==> src/rtl/fir_out_quant.sv <==
// rtl/fir_out_quant.sv - FIR output rounding/quantization with FWFT output FIFO and drop counter
// Optional: define FIR_OUT_QUANT_SAT_EN to saturate to the output range instead of wrapping.
module fir_out_quant #(
    parameter int IN_INTE_WL  = 4,
    parameter int IN_FRAC_WL  = 8,
    parameter int OUT_INTE_WL = 4,
    parameter int OUT_FRAC_WL = 8,
    parameter int FIFO_DEPTH  = 4
) (
    input  logic                               clk,
    input  logic                               rst,
    input  logic [IN_INTE_WL+IN_FRAC_WL-1:0]   data_in,
    input  logic                               in_valid,
    input  logic [7:0]                         frac_wl,
    output logic [OUT_INTE_WL+OUT_FRAC_WL-1:0] data_out,
    output logic                               out_valid,
    input  logic                               out_ready,
    output logic [7:0]                         drop_cnt,
    input  logic                               drop_clr
);
    localparam int IW = IN_INTE_WL + IN_FRAC_WL;
    localparam int OW = OUT_INTE_WL + OUT_FRAC_WL;
    localparam int AW = $clog2(FIFO_DEPTH);
`ifdef FIR_OUT_QUANT_SAT_EN
    // One guard bit so the rounding carry is visible to the saturation check.
    localparam int RW = IW + 1;
`else
    // Wrapping only needs the output width; higher bits never reach data_out.
    localparam int RW = OW;
`endif

    logic [7:0]    k;
    logic [7:0]    shift;
    logic [RW-1:0] src;
    logic [RW-1:0] one;
    logic [RW-1:0] half;
    logic [RW-1:0] mask;
    logic [RW-1:0] rounded;
    logic [OW-1:0] q;

    always_comb begin
        k       = (frac_wl > 8'(IN_FRAC_WL)) ? 8'(IN_FRAC_WL) : frac_wl;
        shift   = 8'(IN_FRAC_WL) - k;
        one     = {{(RW-1){1'b0}}, 1'b1};
        half    = (shift == 8'd0) ? '0 : (one << (shift - 8'd1));
        mask    = ~((one << shift) - one);
`ifdef FIR_OUT_QUANT_SAT_EN
        src     = {data_in[IW-1], data_in};
        rounded = (src + half) & mask;
        if ((rounded[RW-1:OW-1] == '0) || (rounded[RW-1:OW-1] == '1))
            q = rounded[OW-1:0];
        else if (rounded[RW-1])
            q = {1'b1, {(OW-1){1'b0}}};
        else
            q = {1'b0, {(OW-1){1'b1}}};
`else
        src     = data_in[OW-1:0];
        rounded = (src + half) & mask;
        q       = rounded;
`endif
    end

    logic          s1_valid;
    logic [OW-1:0] s1_data;

    always_ff @(posedge clk or negedge rst) begin
        if (!rst) begin
            s1_valid <= 1'b0;
            s1_data  <= '0;
        end else begin
            s1_valid <= in_valid;
            s1_data  <= q;
        end
    end

    logic [AW:0]   wr_ptr;
    logic [AW:0]   rd_ptr;
    logic [OW-1:0] mem [FIFO_DEPTH];
    logic          empty;
    logic          full;
    logic          pop;
    logic          push;
    logic          drop;

    assign empty = (wr_ptr == rd_ptr);
    assign full  = (wr_ptr[AW] != rd_ptr[AW]) && (wr_ptr[AW-1:0] == rd_ptr[AW-1:0]);
    assign pop   = !empty && out_ready;
    // A full FIFO still accepts a push when the head leaves in the same cycle.
    assign push  = s1_valid && (!full || pop);
    assign drop  = s1_valid && full && !pop;

    always_ff @(posedge clk) begin
        if (push)
            mem[wr_ptr[AW-1:0]] <= s1_data;
    end

    always_ff @(posedge clk or negedge rst) begin
        if (!rst) begin
            wr_ptr   <= '0;
            rd_ptr   <= '0;
            drop_cnt <= 8'd0;
        end else begin
            if (push)
                wr_ptr <= wr_ptr + 1'b1;
            if (pop)
                rd_ptr <= rd_ptr + 1'b1;
            if (drop_clr)
                drop_cnt <= 8'd0;
            else if (drop && (drop_cnt != 8'hFF))
                drop_cnt <= drop_cnt + 8'd1;
        end
    end

    assign out_valid = !empty;
    assign data_out  = empty ? '0 : mem[rd_ptr[AW-1:0]];

endmodule

==> config.mk <==
export PLATFORM = sky130hd
export DESIGN_NAME = fir_out_quant
export DESIGN_NICKNAME = d
export VERILOG_FILES = /design/src/rtl/fir_out_quant.sv
export SDC_FILE = /design/constraint.sdc
export NUM_CORES = 1
export LEC_CHECK = 0
export BUFFER_PORTS_ARGS = -buffer_cell sky130_fd_sc_hd__buf_2
export CAP_MARGIN = 10
export CORE_MARGIN = 8
export CORE_UTILIZATION = 25
export DETAILED_ROUTE_END_ITERATION = 16
export HOLD_SLACK_MARGIN = 0.03
export SETUP_SLACK_MARGIN = 0.3
export SLEW_MARGIN = 20
export SYNTH_ARGS = -nofsm -noshare
export SYNTH_HDL_FRONTEND = slang
export SYNTH_SLANG_ARGS = --single-unit
==> constraint.sdc <==
create_clock -name clk -period 2.8 [get_ports clk]
set_input_delay 0.56 -clock clk [delete_from_list [all_inputs] [get_ports clk]]
set_output_delay 0.56 -clock clk [all_outputs]
set_load 0.005 [all_outputs]
# Word-level counts from Yosys, hierarchy flattened
# Memory sizes are Yosys's and may differ from the RTL's.
# Cells that the tools add are included.
word_totals:
  register_bits: 27
  ram_bits: 48
  in_bits: 25
  n_memories: 1
classes:
  addsub: 7
  order_cmp: 1
  n_eq_ne: 4
  n_shift: 2
  n_mux: 7
  bitwise_logic: 2
  n_reduce_logical: 12
memory_table:
  columns: ["name", "words", "width", "read_ports", "rd_ports_with_merged_regs", "wr", "line_no", "rtl"]
  rows:
  - ["mem", 4, 12, 1, 0, 1, "78", "logic [OW-1:0] mem [FIFO_DEPTH];"]
ops:
  columns: ["op", "count"]
  rows:
  - ["2-to-1 mux 12 bit", 2]
  - ["2-to-1 mux 8 bit", 3]
  - ["<< shifter 1 x 8 -> 12 bit (first input constant)", 2]
  - ["adder 12 bit", 1]
  - ["AND 12 bit", 1]
  - ["inverter 12 bit", 1]
  - ["subtractor 12 x 1 -> 12 bit (second input constant)", 1]
  - ["adder 8 x 1 -> 8 bit (second input constant)", 1]
  - ["greater-than comparator 8 x 4 -> 1 bit (second input constant)", 1]
  - ["logical NOT 8 bit", 1]
  - ["inequality test 8 bit (second input constant)", 1]
  - ["subtractor 4 x 8 -> 8 bit (first input constant)", 1]
  - ["subtractor 8 x 1 -> 8 bit (second input constant)", 1]
  - ["adder 3 x 1 -> 3 bit (second input constant)", 2]
  - ["logical AND 1 bit", 6]
  - ["equality test 3 bit", 1]
  - ["logical NOT 1 bit", 3]
  - ["equality test 2 bit", 1]
  - ["2-to-1 mux 1 bit", 2]
  - ["nonzero test 2 bit", 1]
  - ["logical OR 1 bit", 1]
  - ["inequality test 1 bit", 1]

# Longest topological paths before layout
depth:
  depth_word: 8
  mapped_depth: 16
  depth_no_buf: 15

# Least setup slack after synthesis
# No wires, ideal clock.
synth_path:
  path_kind: "in2reg"
  from: "input port frac_wl[7]"
  to: "register s1_data[8]"
  setup_ns: 0.135
  arrival_time_ns: 3.716
  setup_slack_ns: -1.051
  cell_stages: 15
  cell_sequence: "or4_1 > nor2_2 > nand2_1 > ha_1 > clkbuf_1 > nand3b_1 > o41ai_2 > a22o_1 > nand2_1 > ha_1 > clkbuf_1 > or3b_2 > a211o_1 > o311ai_0 > a21oi_1"
synth_via:
  elab_chain_len: 8
synth_lines:
  columns: ["item", "line_no", "rtl"]
  rows:
  - ["start: declaration", "14", "input logic [7:0] frac_wl,"]
  - ["greater-than comparator 8 x 4 -> 1 bit", "42", "k = (frac_wl > 8'(IN_FRAC_WL)) ? 8'(IN_FRAC_WL) : frac_wl;"]
  - ["2-to-1 mux 8 bit *", "42", null]
  - ["subtractor 4 x 8 -> 8 bit *", "43", "shift = 8'(IN_FRAC_WL) - k;"]
  - ["subtractor 8 x 1 -> 8 bit", "45", "half = (shift == 8'd0) ? '0 : (one << (shift - 8'd1));"]
  - ["<< shifter 1 x 8 -> 12 bit", "45", null]
  - ["2-to-1 mux 12 bit", "45", null]
  - ["adder 12 bit", "58", "rounded = (src + half) & mask;"]
  - ["AND 12 bit *", "58", null]
  - ["net q[8]", "39", "logic [OW-1:0] q;"]
  - ["end signal: assignment", "72", "s1_data <= q;"]
  - ["end: declaration", "64", "logic [OW-1:0] s1_data;"]
# The timed path passes the listed nets; every way through them passes the cells marked *.
# A chain may end at the register's enable or synchronous reset.

# Final worst setup path
layout_path:
  from: "input port frac_wl[7]"
  to: "register s1_data[10]"
# The elaborated chain is that of the path after synthesis.

==> impl_results.md <==
- Largest net degree at the start of global routing: 28
- Setup WS post-layout: -0.6338 ns
- Die Y-Extent: 142.7 um
- Nets: 481
- Met1 Resource Use GR: 11.56%
- Antenna diodes: 0
- Dominant synthesized flop cell: edfxtp_1
- GRT busiest layer: met2
- Crit path time final: 3.434 ns
- Routed WL: 9817 um
- FF+latch count, synth: 75
- Fmax: 291.2 MHz
- CTS Hold Bufs: 0
- Reg clk slew, reported paths: 0.06 ns
- CP Capture Type: flip-flop
- Commonest non-fill, non-tap cell in the layout: buf_4
- PD cells: 719.4 nW/um^2
- Psw: 0.001152 W
- Max Slew Vio Count: 0
- Number of remaining DRC errors: 0
- Num CTS Buffers: 9
- Initial drt markers: 224
- Drt wl/cell: 14.94 um
- Crit path kind: input pin to flip-flop
- Total number of vias: 2975
- Met2 Use GR: 17.01%
- Synth Instances: 330
- Cell area after synthesis: 4013 um^2
- Final instance area: 5414 um^2
- Htree depth: 3
- Final period utilization: 122.6%
- Slew margin rel.: 55.44%
- Number of global-route vias before repair: 3223
- Flop pwr share: 39.3%
- Num Clock Sinks: 75
- Total of max-cap violations: 0
- Clock skew: 0.007065 ns
- Synth async-reset ratio: 36.00%
- Cell variety after synth: 59
- Most frequent cells in the layout: 58 x buf_4, 48 x edfxtp_1, 44 x buf_2, 26 x dfrtp_1, 21 x nor2_1
- Share of layout cells above drive strength 1: 38.78%
- HPWL Detailed: 7197 um
- Placement Cell Area: 4957 um^2
- Crit path arrival time: 3.67 ns
- RSZ-0062 raised after global routing: yes
- Antenna viol nets, final: 0
- IO buf count: 45
- Syn. warnings: 0
- Final setup fails: 11
- Initial Util: 25.44%
- Tot GR Track Use: 9.880%
- Area Overhead vs Synth: 34.92%
- CTS tree: yes
- Worst hold slack: 0.2747 ns
- TNS Setup: -5.122 ns
- Routability Congestion: 0.8524
- Cell row count: 46
- Floorplan core area: 15770 um^2
- Reg2Reg Depth: 4
- Initial antenna violation count: 0
- Worst VDD drop: 0.0002775 V
- Comb power frac: 32.4%
- Sequential element share of the synthesized area: 52.76%
- CP Data Required Time: 3.04 ns
- Final hold viol count: 0
- Clock share of power: 28.3%
- Min-Delay Path Class: input pin to asynchronous set/reset pin
- DIE WIDTH: 142.7 um
- Worst-Margin Slew: 0.6684 ns
- Switching Share: 29.57%
- Pleak: 2.185 nW
- First-pass GRT wire length: 15860 um
- Pint: 0.002743 W
- Failing checks: setup timing
- Via density: 4.528
- Grt total ovfl: 0
- Syn Area/Cell: 12.16 um^2
- Clock latency on the worst-skew pair: 0.32 ns
- Status: finished with violations
- Startpoint Class: input pin
- Number of flops mapped to enable cells by yosys: 48
- Met3 GRT Util: 2.304%
- Die area: 20360 um^2
- Clock Root Buffer: clkbuf_16
- Crit path max fanout: 4
- Io pins: 46
- CTS max path bufs: 2
- DRT Pass-1 Iters: 4
==> logic make-up (layout without fill, tap and decap cells) <==
| group | Yosys count | count (layout) | share of synthesized area [%] |
|---|---|---|---|
| other | 1 | 3 | 0.09346 |
| XOR/XNOR | 19 | 19 | 4.335 |
| flip-flops | 75 | 75 | 52.76 |
| adder cells (fa/ha/maj) | 20 | 20 | 6.424 |
| AO/OA/AOI/OAI | 60 | 60 | 10.07 |
| multiplexers | 15 | 15 | 7.702 |
| AND/OR/NAND/NOR | 114 | 114 | 15.97 |
| buffers and inverters | 26 | 135 | 2.650 |
==> what timing repair did <==
action,CTS,global route
pin swaps,22,10
setup buffers,8,0
setup endpoints to repair,15,11
gates resized for setup,18,5
hold endpoints to repair,0,0
==> synth_stat cells, types with 3 or more instances <==
| cell | n | share of area [%] |
|---|---|---|
| nor4_1 | 5 | 0.78 |
| nor3_1 | 8 | 1.0 |
| a31oi_1 | 5 | 0.78 |
| o21a_1 | 3 | 0.56 |
| mux4_2 | 10 | 5.6 |
| and2_1 | 5 | 0.78 |
| nor2_1 | 21 | 2.0 |
| nand2b_1 | 3 | 0.47 |
| o21ai_0 | 14 | 1.7 |
| or3_1 | 6 | 0.94 |
| nor2b_1 | 17 | 2.7 |
| dfrtp_1 | 27 | 17 |
| xnor2_1 | 9 | 2.0 |
| a21oi_1 | 14 | 1.7 |
| nand4_1 | 4 | 0.62 |
| nand3_1 | 8 | 1.0 |
| nand2_1 | 21 | 2.0 |
| ha_1 | 19 | 5.9 |
| xor2_1 | 9 | 2.0 |
| clkbuf_1 | 9 | 0.84 |
| edfxtp_1 | 48 | 36 |
| inv_1 | 13 | 1.2 |
| a21o_1 | 3 | 0.56 |
| and3_1 | 4 | 0.62 |
==> power groups by stage <==
stage / logic [W] / registers (W) / clock network, W
floorplan: 0.000816 / 0.00152 / 0
global placement: 0.00126 / 0.00154 / 0
detailed placement: 0.00128 / 0.00155 / 0
CTS: 0.00131 / 0.00154 / 0.00113
global route: 0.00142 / 0.00156 / 0.00118
finish: 0.00126 / 0.00153 / 0.00110
==> routing by layer <==
layer | vias up | wire length (um)
li1 | 1441 | -
met1 | 1464 | 4255
met2 | 57 | 4927
met3 | 13 | 412
met4 | 0 | 223
met5 | - | 0
==> worst paths after layout <==
check | start | endpoint | slack [ns]
hold reg to reg | wr_ptr[2]$_DFFE_PN0P_ | wr_ptr[2]$_DFFE_PN0P_ | 0.48
setup reg to reg | rd_ptr[0]$_DFFE_PN0P_ | mem[0][2]$_DFFE_PP_ | 0.70
setup / recovery | frac_wl[7] | s1_data[10]$_DFF_PN0_ | -0.63
hold / removal | rst | s1_data[7]$_DFF_PN0_ | 0.27
min in group clk | in_valid | s1_valid$_DFF_PN0_ | 0.34
max in group asynchronous | rst | rd_ptr[0]$_DFFE_PN0P_ | 2.06
==> per-stage QoR <==
stage | total power (W) | setup slack, ns | std cells | util, %
floorplan | 0.002335 | -0.7633 | 332 | -
global placement | 0.002795 | -0.9095 | 633 | 31.43
detailed placement | 0.002829 | -0.9961 | 633 | 31.43
CTS | 0.003974 | -0.5652 | 657 | 34.18
global route | 0.004154 | -0.7784 | 657 | 34.33
finish | 0.003895 | -0.6338 | 657 | 34.33
==> worst max-delay path, cell delays in order <==
cell	delay, ns
buf_6	0.09
or4_4	0.55
nor2_4	0.15
nand2_2	0.09
ha_4	0.18
buf_6	0.12
nand3b_1	0.15
o41ai_4	0.11
a22o_1	0.21
nand2_2	0.09
buf_4	0.12
and3_4	0.20
ha_4	0.21
o2111a_2	0.16
or3_4	0.34
and4_1	0.20
nor3_1	0.13
==> registers in the layout, indices dropped and copies added (netlist names) <==
register	count
drop_cnt	8
rd_ptr	3
s1_valid	1
wr_ptr	3
s1_data	12
mem	48
==> area by class of cell <==
cell class,instances,area (um^2)
sequential,75,2118
tap,216,270.3
inverter,13,48.80
clock buffer,11,232.7
fill,1590,10360
multi-input combinational,231,1976
clock inverter,5,55.05
timing repair buffer,106,713.2
Note: power is estimated with default switching activity, not from simulation.
